### src/rtl/jtag_result_tx.sv
// TDO-side DR transmitter: buffers result words in a FIFO and shifts the head out as a framed DR.
// A head entry is popped only after its frame was shifted completely and then updated.
module jtag_result_tx #(
  parameter int RESULT_WIDTH = 16,
  parameter int DEPTH        = 4
) (
  input  logic                       tck,
  input  logic                       test_logic_reset,
  input  logic                       result_valid,
  input  logic [RESULT_WIDTH-1:0]    result_data,
  output logic                       result_ready,
  input  logic                       ir_is_user,
  input  logic                       capture_dr,
  input  logic                       shift_dr,
  input  logic                       update_dr,
  output logic                       tdo,
  output logic [$clog2(DEPTH+1)-1:0] level
);

  // state    | meaning
  // IDLE     | no frame in progress
  // LOADED   | frame captured, nothing shifted yet
  // SHIFTING | part of the frame shifted out
  // DONE     | all FRAME_W bits shifted; update may pop
  localparam int FRAME_W = RESULT_WIDTH + 8;
  localparam int PTR_W   = $clog2(DEPTH);
  localparam int LVL_W   = $clog2(DEPTH + 1);
  localparam int CNT_W   = $clog2(FRAME_W + 1);

  typedef enum logic [1:0] {IDLE, LOADED, SHIFTING, DONE} state_t;

  state_t                  state_q, state_d;
  logic [RESULT_WIDTH-1:0] mem_q [DEPTH];
  logic [RESULT_WIDTH-1:0] mem_d [DEPTH];
  logic [PTR_W-1:0]        wr_ptr_q, wr_ptr_d, rd_ptr_q, rd_ptr_d;
  logic [LVL_W-1:0]        level_q, level_d;
  logic [6:0]              seq_q, seq_d;
  logic [FRAME_W-1:0]      shift_reg_q, shift_reg_d;
  logic [CNT_W-1:0]        bit_cnt_q, bit_cnt_d, bit_cnt_inc;
  logic                    frame_valid_q, frame_valid_d;
  logic                    push, pop, non_empty;

  assign result_ready = (level_q != LVL_W'(DEPTH));
  assign level        = level_q;
  assign tdo          = shift_reg_q[0];
  assign non_empty    = (level_q != '0);
  assign push         = result_valid && result_ready;
  assign bit_cnt_inc  = bit_cnt_q + 1'b1;

  always_comb begin
    state_d       = state_q;
    shift_reg_d   = shift_reg_q;
    bit_cnt_d     = bit_cnt_q;
    frame_valid_d = frame_valid_q;
    seq_d         = seq_q;
    pop           = 1'b0;

    if (ir_is_user) begin
      if (capture_dr) begin
        // Occupancy before this edge decides the frame, so a same-edge push is not seen.
        shift_reg_d   = {seq_q, non_empty, non_empty ? mem_q[rd_ptr_q] : {RESULT_WIDTH{1'b0}}};
        frame_valid_d = non_empty;
        bit_cnt_d     = '0;
        state_d       = LOADED;
      end else if (shift_dr) begin
        case (state_q)
          LOADED, SHIFTING: begin
            shift_reg_d = {1'b0, shift_reg_q[FRAME_W-1:1]};
            bit_cnt_d   = bit_cnt_inc;
            state_d     = (bit_cnt_inc == CNT_W'(FRAME_W)) ? DONE : SHIFTING;
          end
          DONE:    shift_reg_d = {1'b0, shift_reg_q[FRAME_W-1:1]};
          default: ;
        endcase
      end else if (update_dr) begin
        pop           = (state_q == DONE) && frame_valid_q && non_empty;
        frame_valid_d = 1'b0;
        state_d       = IDLE;
      end
    end

    if (pop) seq_d = seq_q + 7'd1;
  end

  always_comb begin
    mem_d    = mem_q;
    wr_ptr_d = wr_ptr_q;
    rd_ptr_d = rd_ptr_q;
    level_d  = level_q;
    if (push) begin
      mem_d[wr_ptr_q] = result_data;
      wr_ptr_d        = wr_ptr_q + 1'b1;
    end
    if (pop) rd_ptr_d = rd_ptr_q + 1'b1;
    if (push && !pop)      level_d = level_q + 1'b1;
    else if (pop && !push) level_d = level_q - 1'b1;
  end

  always_ff @(posedge tck or posedge test_logic_reset) begin
    if (test_logic_reset) begin
      state_q       <= IDLE;
      shift_reg_q   <= '0;
      bit_cnt_q     <= '0;
      frame_valid_q <= 1'b0;
      seq_q         <= '0;
      wr_ptr_q      <= '0;
      rd_ptr_q      <= '0;
      level_q       <= '0;
      for (int i = 0; i < DEPTH; i++) mem_q[i] <= '0;
    end else begin
      state_q       <= state_d;
      shift_reg_q   <= shift_reg_d;
      bit_cnt_q     <= bit_cnt_d;
      frame_valid_q <= frame_valid_d;
      seq_q         <= seq_d;
      wr_ptr_q      <= wr_ptr_d;
      rd_ptr_q      <= rd_ptr_d;
      level_q       <= level_d;
      mem_q         <= mem_d;
    end
  end

endmodule

### config.mk
export PLATFORM = sky130hd
export DESIGN_NAME = jtag_result_tx
export DESIGN_NICKNAME = d
export VERILOG_FILES = /design/src/rtl/jtag_result_tx.sv
export SDC_FILE = /design/constraint.sdc
export NUM_CORES = 1
export LEC_CHECK = 0
export ABC_AREA = 1
export BUFFER_PORTS_ARGS = -buffer_cell sky130_fd_sc_hd__buf_2
export CAP_MARGIN = 30
export CORE_MARGIN = 10
export CORE_UTILIZATION = 56
export CTS_CLUSTER_DIAMETER = 100
export DETAILED_ROUTE_END_ITERATION = 16
export PLACE_DENSITY = 0.77
export SYNTH_ARGS = -nofsm -noshare
export SYNTH_HDL_FRONTEND = slang
export SYNTH_SLANG_ARGS = --single-unit
### constraint.sdc
create_clock -name tck -period 3.3 [get_ports tck]
set_input_delay 0.165 -clock tck [delete_from_list [all_inputs] [get_ports tck]]
set_output_delay 0.165 -clock tck [all_outputs]
set_load 0.1 [all_outputs]
==> summary.md <==
| Metric | Value |
|---|---|
| Status | `complete, but fails checks` |
| Violated checks | `negative hold slack` |
| CTS clock-pin slew for the worst setup and hold paths | `approximately 0.10 ns` |
| Vias in the first global route | `4354` |
| Final Instance Count excl. Fillers | `about 870` |
| Cts repair resizes | `0` |
| Crit-path cells | `ha_1 > nand2_1 > nor3_2 > nand3_2 > ha_1 > inv_1 > fa_1 > a21oi_1 > o21ai_0 > xor2_1` |
| Reg2Reg Setup Slack | `approximately 1.1 ns` |
| GRT Residual Overflow | `0` |
| Synthesis-stage register bit count | `between 100 and 150` |
| Synth cell types | `31` |
| Share of layout cells above drive strength 1 | `12.1%` |
| Startpoint types | `flop` |
| WHS | `-0.0247 ns` |
| Slew @ Worst Pin | `a little under 0.9 ns` |
| Synth Flop Type | `dfrtp_1` |
| Via count | `about 4400` |
| Global Route met3 Usage | `approximately 2.2%` |
| DP Wirelength | `7410 um` |
| Largest cells by area after synthesis | `dfrtp_1, nand2_1, inv_1, o21ai_1, buf_6` |
| Die Ht | `between 100 and 150 um` |
| Crit path max-delay cell type | `dfrtp_1` |
| # diodes | `0` |
| CTS Root Cell | `clkbuf_8` |
| Met2 usage | `between 20% and 30%` |
| Static leakage | `approximately 0.0033 uW` |
| Mapped Nets | `~760` |
| Final Critical Period | `2.20 ns` |
| Worst-skew pair later-pin latency | `0.37 ns` |
| Max-cap viol count | `0` |
| Initial Util | `between 50% and 60%` |
| Crit path buffers/inverters | `1` |
| Gp weighted congestion | `0.776` |
| Net count, final | `~770` |
| Syn_area_per_cell | `7.95 um2` |
| Ys Warns | `0` |
| DP Area | `just under 6000 um2` |
| DP Cell Count | `roughly 860` |
| H-tree level count | `3` |
| Drt wl/cell | `13.3 um` |
| # rows | `36` |
| PwrDens | `approximately 860 nW/um2` |
| Critical Path Max Stage Delay | `0.41 ns` |
| Synth area leader | `dfrtp_1` |
| Final WL | `approximately 12000 um` |
| Post-synthesis async set-or-reset flop share | `100%` |
| Total GRT Usage | `around 17%` |
| Initial antenna violation count | `0` |
| Seq/Total Area, Yosys | `a little under half` |
| CTS tree | `yes` |
| Setup Viol. Count Final | `0` |
| ANT nets after route | `0` |
| GR Util met1 | `approximately a fifth` |
| Most frequent cell on the critical path | `ha_1` |
| PortBufs | `27` |
| Largest net degree at the start of global routing | `a little over 70` |
| Critical path class | `flop to flop` |
| Core Area | `approximately 9900 um2` |
| Post-route cell area | `6080 um2` |
| Synthesized area | `5760 um2` |
| Via density | `5.08` |
| Fin. max-slew vios | `0` |
| WP data required | `around 3.6 ns` |
| Worst ir drop on vdd | `about 0.43 mV` |
| Fin Clk Skew | `0.00503 ns` |
| Worst path arrival time | `about 2.5 ns` |
| Clk sinks | `110` |
| Max Clk Rate | `between 400 and 500 MHz` |
| # IOs | `28` |
| Die area | `between 10000 and 15000 um2` |
| Post-Syn Instances | `slightly above 700` |
| Area delta synth->final | `5.65%` |
| Crit end category | `flop` |
| Fillers | `between 800 and 900` |
| Post-synth top area share | `a little under half` |
| Post-synth EDFFs | `0` |
| Fin. Hold Viols | `48` |
| Die X | `121 um` |
| RSZ-0062 raised after global routing | `no` |
| GR peak layer | `met2` |
| Cell family with most CP delay | `adder cells` |
| Crit share post-route | `~67%` |
| Total CTS buffers | `9` |
| Worst hold path class | `input pin to async pin` |
| Slew HR | `roughly two fifths` |
| DRC violation count after routing | `0` |
| Starting DRT DRC Count | `around 330` |
| Max Root-Sink Buffers | `2` |
| TritonRoute pass-1 iters | `5` |
| Setup TNS | `0 ns` |
| Worst-path fanout max | `13` |
| First-pass GRT wire length | `just over 20000 um` |
| Number of setup buffers added after CTS | `0` |
| Design Power | `5230 uW` |
| Hold buffers post-CTS | `0` |
cells in the mapped netlist, types with 3 or more instances:
library cell  instances
o21ai_1              57
a21boi_1             15
buf_2                 7
dfrtp_1             110
a21oi_1               4
nand2_4               6
ha_1                 10
buf_6                18
nand3_2               3
xor2_1                3
o21ai_2              18
xnor2_1               6
nand2_1             272
inv_2                 6
o21ai_0              14
nor2_1               35
nand4_1               4
nand3_1              23
buf_4                 4
inv_1                95
cells by family after synthesis:
family | Yosys count | share of synthesized area, %
simple gates | 349 | 25.0
fa+ha+maj | 11 | 2.52
buf+inv | 135 | 11.8
flops | 110 | 47.8
compound gates | 110 | 11.5
xor+xnor | 9 | 1.37
per-stage QoR:
step	utilization [%]	worst slack (ns)	hold WS (ns)
after floorplan	-	0.233	0.324
after global placement	58.7	1.10	0.403
after detailed placement	58.7	1.04	0.409
after CTS	61.4	1.13	0.00310
after global routing	61.4	0.943	0.0414
final	61.4	1.10	-0.0247
final cells by class:
type / instances / area, um2 / share of cell area, %
Tap cell: 133 / 166 / 2.74
Clock inverter: 7 / 145 / 2.39
Timing Repair Buffer: 30 / 170 / 2.80
Inverter: 103 / 397 / 6.52
Multi-Input combinational cell: 479 / 2330 / 38.3
Clock buffer: 9 / 124 / 2.04
Sequential cell: 110 / 2750 / 45.2
worst paths after layout:
check,cells past startpoint,endpoint,start
max,10,level[2],state_q[1]
min,2,mem_q[58],test_logic_reset
max reg2reg,10,level[2],state_q[1]
min reg2reg,2,mem_q[3],mem_q[3]
max in group asynchronous,3,mem_q[45],test_logic_reset
min in group tck,3,mem_q[62],result_data[14]
where the power goes:
group / internal (uW) / leakage, uW / switching [uW]
sequential: 1850 / 0.00137 / 288
combinational: 664 / 0.00175 / 1380
clock: 585 / 0.000130 / 469
total: 3100 / 0.00325 / 2130
cell usage in the layout, fill, tap and decap left out:
master,count
nand3_1,23
ha_1,10
xor2_1,3
clkbuf_8,9
a21boi_2,1
nand2_4,6
nand2_2,2
clkinv_4,1
xnor2_1,6
buf_2,27
inv_6,2
nand3_2,3
nand2_1,272
o21ai_1,57
nand4_1,4
nor2_1,35
o21ai_0,14
buf_12,1
inv_4,2
bufinv_16,4
nor2_2,1
nor2_4,2
fa_1,1
nor3_2,1
o22ai_1,1
a21boi_1,15
dfrtp_1,110
o21ai_2,18
buf_4,2
inv_1,94
a21oi_1,4
inv_2,6
clkinvlp_4,1
layer usage:
layer	share of wire, %	up-vias
li1	-	2231
met1	48	2081
met2	48	95
met3	2.7	19
met4	1.9	0
met5	0	-
flip-flops by register name, indices dropped and copies added, names as in the netlist, 2 cells and up:
signal	count
bit_cnt_q	5
level	3
mem_q	64
rd_ptr_q	2
seq_q	7
shift_reg_q	24
state_q	2
wr_ptr_q	2
Note: power is estimated with default switching activity, not from simulation.
